## src/rtl/soc_bus_arb.sv

```systemverilog
// Two-master, round-robin bus arbiter with registered slave handshake,
// address decode into NUM_SLAVES one-hot selects, slave-ack timeout and decode-error response.
module soc_bus_arb #(
  parameter int ADDR_WIDTH     = 32,
  parameter int DATA_WIDTH     = 32,
  parameter int SEL_BITS       = 4,
  parameter int NUM_SLAVES     = 7,
  parameter int TIMEOUT_CYCLES = 255
) (
  input  logic                             clk,
  input  logic                             rst,
  input  logic                             m0_req_i,
  input  logic                             m1_req_i,
  input  logic [ADDR_WIDTH-1:0]            m0_addr_i,
  input  logic [ADDR_WIDTH-1:0]            m1_addr_i,
  input  logic [DATA_WIDTH-1:0]            m0_wdata_i,
  input  logic [DATA_WIDTH-1:0]            m1_wdata_i,
  input  logic                             m0_we_i,
  input  logic                             m1_we_i,
  input  logic                             m0_rd_i,
  input  logic                             m1_rd_i,
  output logic [DATA_WIDTH-1:0]            m0_rdata_o,
  output logic [DATA_WIDTH-1:0]            m1_rdata_o,
  output logic                             m0_ack_o,
  output logic                             m1_ack_o,
  output logic                             m0_err_o,
  output logic                             m1_err_o,
  output logic [NUM_SLAVES-1:0]            s_req_o,
  output logic [ADDR_WIDTH-1:0]            s_addr_o,
  output logic [DATA_WIDTH-1:0]            s_wdata_o,
  output logic                             s_we_o,
  output logic                             s_rd_o,
  input  logic [NUM_SLAVES*DATA_WIDTH-1:0] s_data_i,
  input  logic [NUM_SLAVES-1:0]            s_ack_i
);

  localparam int CNT_W = (TIMEOUT_CYCLES > 1) ? $clog2(TIMEOUT_CYCLES) : 1;
  localparam logic [CNT_W-1:0] CNT_LAST = CNT_W'(TIMEOUT_CYCLES - 1);

  typedef enum logic [1:0] {ST_IDLE, ST_BUSY, ST_RESP} state_e;

  state_e                state_q, state_d;
  logic                  last_q, last_d;    // 1: m1 won the most recent tie
  logic                  gnt_q, gnt_d;      // 1: m1 owns the current transaction
  logic [SEL_BITS-1:0]   sel_q, sel_d;
  logic [ADDR_WIDTH-1:0] addr_q, addr_d;
  logic [DATA_WIDTH-1:0] wdata_q, wdata_d;
  logic                  we_q, we_d;
  logic                  rd_q, rd_d;
  logic [CNT_W-1:0]      cnt_q, cnt_d;
  logic [DATA_WIDTH-1:0] rdata_q, rdata_d;
  logic                  err_q, err_d;

  logic                  grant_m1;
  logic                  ack_sel;
  logic [DATA_WIDTH-1:0] data_sel;

  // Only the latched slave's ack/data are visible; stray acks elsewhere are ignored.
  always_comb begin
    ack_sel  = 1'b0;
    data_sel = '0;
    for (int k = 0; k < NUM_SLAVES; k++) begin
      if (sel_q == SEL_BITS'(k)) begin
        ack_sel  = s_ack_i[k];
        data_sel = s_data_i[k*DATA_WIDTH +: DATA_WIDTH];
      end
    end
  end

  // NOTE: every variable gets a default at the top of this block so that no
  // path leaves it unassigned, which would otherwise infer a latch.
  always_comb begin
    state_d  = state_q;
    last_d   = last_q;
    gnt_d    = gnt_q;
    sel_d    = sel_q;
    addr_d   = addr_q;
    wdata_d  = wdata_q;
    we_d     = we_q;
    rd_d     = rd_q;
    cnt_d    = cnt_q;
    rdata_d  = rdata_q;
    err_d    = err_q;
    grant_m1 = 1'b0;
    unique case (state_q)
      ST_IDLE: begin
        if (m0_req_i || m1_req_i) begin
          if (m0_req_i && m1_req_i) begin
            grant_m1 = ~last_q;
            last_d   = ~last_q;
          end else begin
            grant_m1 = m1_req_i;
          end
          gnt_d   = grant_m1;
          addr_d  = grant_m1 ? m1_addr_i  : m0_addr_i;
          wdata_d = grant_m1 ? m1_wdata_i : m0_wdata_i;
          we_d    = grant_m1 ? m1_we_i    : m0_we_i;
          rd_d    = grant_m1 ? m1_rd_i    : m0_rd_i;
          sel_d   = addr_d[ADDR_WIDTH-1 -: SEL_BITS];
          cnt_d   = '0;
          if (32'(sel_d) < NUM_SLAVES) begin
            state_d = ST_BUSY;
          end else begin
            rdata_d = '0;
            err_d   = 1'b1;
            state_d = ST_RESP;
          end
        end
      end
      ST_BUSY: begin
        cnt_d = cnt_q + CNT_W'(1);
        // An ack in the timeout cycle still completes the transfer cleanly.
        if (ack_sel) begin
          rdata_d = we_q ? '0 : data_sel;
          err_d   = 1'b0;
          state_d = ST_RESP;
        end else if ((TIMEOUT_CYCLES != 0) && (cnt_q == CNT_LAST)) begin
          rdata_d = '0;
          err_d   = 1'b1;
          state_d = ST_RESP;
        end
      end
      ST_RESP: begin
        cnt_d   = '0;
        state_d = ST_IDLE;
      end
      default: state_d = ST_IDLE;
    endcase
  end

  // NOTE: sequential state uses non-blocking assignments; reset is asynchronous
  // so outputs clear immediately even mid-transaction.
  always_ff @(posedge clk or posedge rst) begin
    if (rst) begin
      state_q <= ST_IDLE;
      last_q  <= 1'b1;
      gnt_q   <= 1'b0;
      sel_q   <= '0;
      addr_q  <= '0;
      wdata_q <= '0;
      we_q    <= 1'b0;
      rd_q    <= 1'b0;
      cnt_q   <= '0;
      rdata_q <= '0;
      err_q   <= 1'b0;
    end else begin
      state_q <= state_d;
      last_q  <= last_d;
      gnt_q   <= gnt_d;
      sel_q   <= sel_d;
      addr_q  <= addr_d;
      wdata_q <= wdata_d;
      we_q    <= we_d;
      rd_q    <= rd_d;
      cnt_q   <= cnt_d;
      rdata_q <= rdata_d;
      err_q   <= err_d;
    end
  end

  always_comb begin
    s_req_o = '0;
    for (int k = 0; k < NUM_SLAVES; k++) begin
      s_req_o[k] = (state_q == ST_BUSY) && (sel_q == SEL_BITS'(k));
    end
  end

  assign m0_ack_o   = (state_q == ST_RESP) && !gnt_q;
  assign m1_ack_o   = (state_q == ST_RESP) &&  gnt_q;
  assign m0_rdata_o = m0_ack_o ? rdata_q : '0;
  assign m1_rdata_o = m1_ack_o ? rdata_q : '0;
  assign m0_err_o   = m0_ack_o & err_q;
  assign m1_err_o   = m1_ack_o & err_q;
  assign s_addr_o   = addr_q;
  assign s_wdata_o  = wdata_q;
  assign s_we_o     = we_q;
  assign s_rd_o     = rd_q;

endmodule

```

## config.mk

```make
export PLATFORM = sky130hd
export DESIGN_NAME = soc_bus_arb
export DESIGN_NICKNAME = d
export VERILOG_FILES = /design/src/rtl/soc_bus_arb.sv
export SDC_FILE = /design/constraint.sdc
export NUM_CORES = 1
export LEC_CHECK = 0
export BUFFER_PORTS_ARGS = -buffer_cell sky130_fd_sc_hd__buf_2
export CORE_AREA = 2 2 197 199
export DETAILED_ROUTE_END_ITERATION = 10
export DIE_AREA = 0 0 199 201
export SLEW_MARGIN = 0
export SYNTH_ARGS = -nofsm -noshare
export SYNTH_HDL_FRONTEND = slang
export SYNTH_SLANG_ARGS = --single-unit
```

## constraint.sdc

```tcl
create_clock -name clk -period 4.8 [get_ports clk]
set_input_delay 0.72 -clock clk [delete_from_list [all_inputs] [get_ports clk]]
set_output_delay 0.72 -clock clk [all_outputs]
set_load 0.02 [all_outputs]
```

==> Word-level counts from Yosys, hierarchy flattened <==
Index checks and enable logic that the tools add are counted.
{ "classes": {"add_sub_neg": 1, "magnitude_cmp": 1, "n_eq_ne": 12, "mux": 41, "bitwise_logic": 3, "reduce_logical": 21} }
{ "op_table": {"columns": ["op", "count"], "rows": [
  ["two-way mux 32 bit", 16],
  ["case mux 32 bit (2 select lines)", 1],
  ["case mux 8 bit (3 select lines)", 1],
  ["two-way mux 1 bit", 16],
  ["== test 4 x 3 -> 1 bit, second input constant", 3],
  ["logical AND 1 bit", 10],
  ["adder 8 x 1 -> 8 bit, second input constant", 1],
  ["== test 4 x 2 -> 1 bit, second input constant", 2],
  ["== test 8 bit, second input constant", 1],
  ["two-way mux 2 bit", 4],
  ["two-way mux 8 bit", 1],
  ["AND reduction 2 bit", 3],
  ["== test 4 x 1 -> 1 bit, second input constant", 1],
  ["zero test 4 bit", 1],
  ["< comparator 4 x 3 -> 1 bit, second input constant", 1],
  ["!= test 2 bit, second input constant", 2],
  ["case mux 2 bit (2 select lines)", 1],
  ["AND reduction 4 bit", 1],
  ["!= test 3 bit, second input constant", 1],
  ["AND reduction 3 bit", 1],
  ["nonzero test 3 bit", 1],
  ["bitwise AND 1 bit", 2],
  ["== test 2 x 1 -> 1 bit, second input constant", 1],
  ["== test 2 bit, second input constant", 1],
  ["6 further kinds", 6]
]} }
{ "totals": {"regBits": 115, "output_inout_bits": 141, "word_cells": 90} }

==> Logic depth before layout (Yosys ltp) <==
{ "logic_depth": {"depth_word": 11, "depth_mapped": 9} }

==> Worst setup path before layout <==
OpenSTA, ideal clock, no wires.
{ "synth_path": {"path_type": "register to output", "startpoint": "reg sel_q[1]", "endpoint": "out s_req_o[0]", "arrival_ps": 1823, "setup_slack_ps": 2257, "path_stages_with_launch": 5, "cell_sequence": "dfrtp_1 > buf_6 > buf_2 > buf_1 > nor4b_1"} }
{ "synth_between": {"elab_chain_len": 2} }
{ "synth_rtl": {"columns": ["element", "line", "rtl"], "rows": [
  ["start: declaration", "45", "logic [SEL_BITS-1:0] sel_q, sel_d;"],
  ["start signal: assignment", "150", "sel_q <= sel_d;"],
  ["zero test 4 bit", "164", "s_req_o[k] = (state_q == ST_BUSY) && (sel_q == SEL_BITS'(k));"],
  ["logical AND 1 bit", "164", null],
  ["end: declaration", "28", "output logic [NUM_SLAVES-1:0] s_req_o,"]
]} }
No other way between the ends.

==> Worst setup path after layout <==
{ "layout_path": {"startpoint": "reg sel_q[2]", "endpoint": "reg err_q"} }
{ "layout_between": {"elab_chain_len": 10, "elab_cells_between_ends": 18, "classes_between": "eq/ne: 7; mux: 9; reduce/logical: 2"} }
{ "layout_rtl": {"columns": ["element", "line", "rtl"], "rows": [
  ["zero test 4 bit", "63", "if (sel_q == SEL_BITS'(k)) begin"],
  ["two-way mux 1 bit (6 in series)", "63", null],
  ["two-way mux 1 bit *", "63", null],
  ["!= test 3 bit (no source line) or two-way mux 1 bit (tied branches)", null, null],
  ["AND reduction 4 bit (no source line) or case mux 1 bit (2 select lines) (tied branches)", null, null],
  ["end signal: assignment", "157", "err_q <= err_d;"],
  ["end: declaration", "52", "logic err_q, err_d;"]
]} }
Mark *: on every way between the ends. The rest lies on a longest branch, timed or not.
A chain may end at the register's enable or synchronous reset.

==> reports/metrics.csv <==
metric,value,unit
dieArea,40000,µm²
hold_depth,2,
cts-root-buf,clkbuf_16,
synth_nets,1166,
io_pins,508,
cts_setup_buffers,0,
dp_hpwl,30600,µm
synth-seq-area-share,0.3814,
slew_headroom,0.2155,
fin_util,0.2769,
hp-class,reg -> reg,
syn_area,7286,µm²
grt_max_degree,106,
worst-path-buf-inv,1,
antenna_found_initial,27,
synth_cells,797,
design_area,10550,µm²
design.core.area,38110,µm²
drc_errors,0,
cts_sinks,111,
r2r_end,err_q,
intPower,2.843,mW
setup_violations,0,
synth_edf_count,0,
cp_max_fo,33,
ys_types,62,
worst_pin_slew,1.177,ns
viasPerCell,4.569,
cts_hold_buf,0,
final.setup.tns,0,ns
status,"finished, final reports clean",
cp_data_arrival_time,3.58,ns
std_cell_rows,72,
multi_input_area,4159,µm²
max_cap_violations,0,
whs_endpoint,s_wdata_o[27],
hold_start,s_wdata_o[27],
final_hold_viol_count,0,
vias,8147,
clock-skew-final,0.01073,ns
numCtsBuffers,9,
rsz0062_at_grt,no,
clk_pin_slew_worst_paths,0.09,ns
hold_ws,0.4785,ns
clk_latency,0.37,ns
p_leak,5.300,nW
final.min_clock_period,3.316,ns
seq_area,2784,µm²
yosysWarnings,0,
grt_usage,0.1802,
tritoncts,built,
crit_family,compound AO/OA/AOI/OAI gates,
placed_cell_area,10220,µm²
worstPathCellList,"nand4bb_1, nor2_8, nor3_2, a311o_1, o21ai_4, inv_2, o32a_1",
h-tree-depth,3,
synth_ff_type,dfrtp_1,
slew_viol_final,0,
ys_seq_elements,111,
cp.required,5.06,ns
p_total,5.667,mW
cpMaxStageDelayCell,dfrtp_1,
reg2reg_depth,7,
cp_slowest_stage_delay,0.84,ns
ant_nets,0,
r2r-start,sel_q[2],
comb_power_share,0.555,
peakVddDrop,0.3494,mV
dieHeight,201,µm
power_switching,2.823,mW
nFillCells,4159,
synthArstFlopShare,1.000,
pwr-share-clk,0.144,
power.share.sequential,0.301,
routedWlPerCell,20.85,µm
critPathKind,reg -> reg,
power.density,537.0,nW/µm²
end_kind,register,
drive_gt1_frac,0.4526,
drtIter0Drc,415,
post_cts_resized,0,
place.gp.congestion,0.8735,
clockBufferDepth,2,
die_w,199,µm
syn_avg_cell_area,9.141,µm²
port_buffers,507,
routed_wl,37170,µm
start_kind,register,
fin_crit_sh,0.6907,
grt-ovfl-total,0,
grt_pass1_wl,51430,µm
initial_core_util,0.1912,
r2r_slack,1.48,ns
syn_to_final_growth,44.84,%
clock.fmax,301.6,MHz
dr.pass1.iters,5,
swShare,0.4982,
finalNetCount,1619,
first_global_vias,7831,
## through the flow
step                      setup WS, ns  instances
final                            1.484       1783
after CTS                        1.389       1773
after global routing             1.233       1778
after detailed placement         1.420       1757
after global placement           1.536       1757
after floorplan                  1.151        797
## flip-flops by register name (all words and copies together), names as in the netlist
register	flops
s_wdata_o	32
rdata_q	32
state_q	2
cnt_q	8
s_we_o	1
err_q	1
sel_q	4
last_q	1
s_rd_o	1
gnt_q	1
s_addr_o	28
## synth_stat cells, types with 6 or more instances
master    number  area share
mux2i_1       88        0.12
nor2_1        20       0.010
dfrtp_1      110        0.38
mux4_2         8       0.025
a31oi_1        6      0.0052
o21ai_0      125       0.086
clkbuf_1      41       0.021
and2_1        67       0.058
a21oi_1       25       0.017
nand2_1       92       0.047
a221oi_1      21       0.025
nand3b_1      21       0.022
buf_6          6      0.0093
nand2b_1       6      0.0052
buf_1          7      0.0036
a22oi_1       24       0.025
a22o_1        28       0.034
buf_2         17       0.012
## power by group through the flow
stage / clock (mW) / sequential [mW] / combinational (mW)
final: 0.817 / 1.70 / 3.15
after global routing: 0.884 / 1.77 / 3.44
after floorplan: 0 / 1.87 / 1.86
after CTS: 0.855 / 1.72 / 3.22
after detailed placement: 0 / 1.73 / 3.22
after global placement: 0 / 1.71 / 3.18
## layout by cell type, fill, tap and decap left out, drive strengths merged, types with 8 or more instances in the layout
master,Yosys,routed
a221oi,21,21
nand3b,21,21
dfrtp,110,110
a22oi,24,24
diode,0,10
mux2i,88,88
and2,68,68
mux4,8,8
nor2,22,22
a21oi,25,25
inv,6,9
a22o,29,29
clkbuf,42,10
nand2,92,92
buf,32,516
o21ai,131,131
## metal layers
metal	track usage	share of wire
met1	0.2005	0.38
met2	0.3186	0.49
met3	0.05763	0.094
met4	0.06663	0.030
met5	0	0.0050
## how the worst max path moves through the flow
stage	start	to	depth (start not counted)
3_3_place_gp	sel_q[2]	err_q	7
4_1_cts	sel_q[2]	err_q	7
3_5_place_dp	sel_q[2]	err_q	7
6_report	sel_q[2]	err_q	7
5_1_grt	sel_q[2]	err_q	7
2_1_floorplan	rst	cnt_q[0]	1
## tightest hold or removal path: stages (launching register included)
cell     delay, ns
dfrtp_1       0.35
nand2_1       0.05
o21ai_0       0.06
## cells by family after synthesis
kind of cell / after synthesis / share of synthesized area
AOI/OAI and AO/OA: 266 / 0.2373
and+or+nand+nor: 240 / 0.1767
DFF: 111 / 0.3814
muxes: 97 / 0.1472
buffers and inverters: 80 / 0.05272
adders and majority gates: 2 / 0.003434
xor gates and xnor gates: 1 / 0.001202
## cell type report
| type | count | share of cell area |
|---|---|---|
| Multi-Input combinational cell | 606 | 0.3941 |
| Sequential cell | 111 | 0.2638 |
| Timing Repair Buffer | 516 | 0.2469 |
| Tap cell | 518 | 0.06142 |
| Clock buffer | 10 | 0.02170 |
| Clock inverter | 6 | 0.007114 |
| Inverter | 6 | 0.002608 |
| Antenna cell | 10 | 0.002371 |
(Power assumes the default switching activity.)
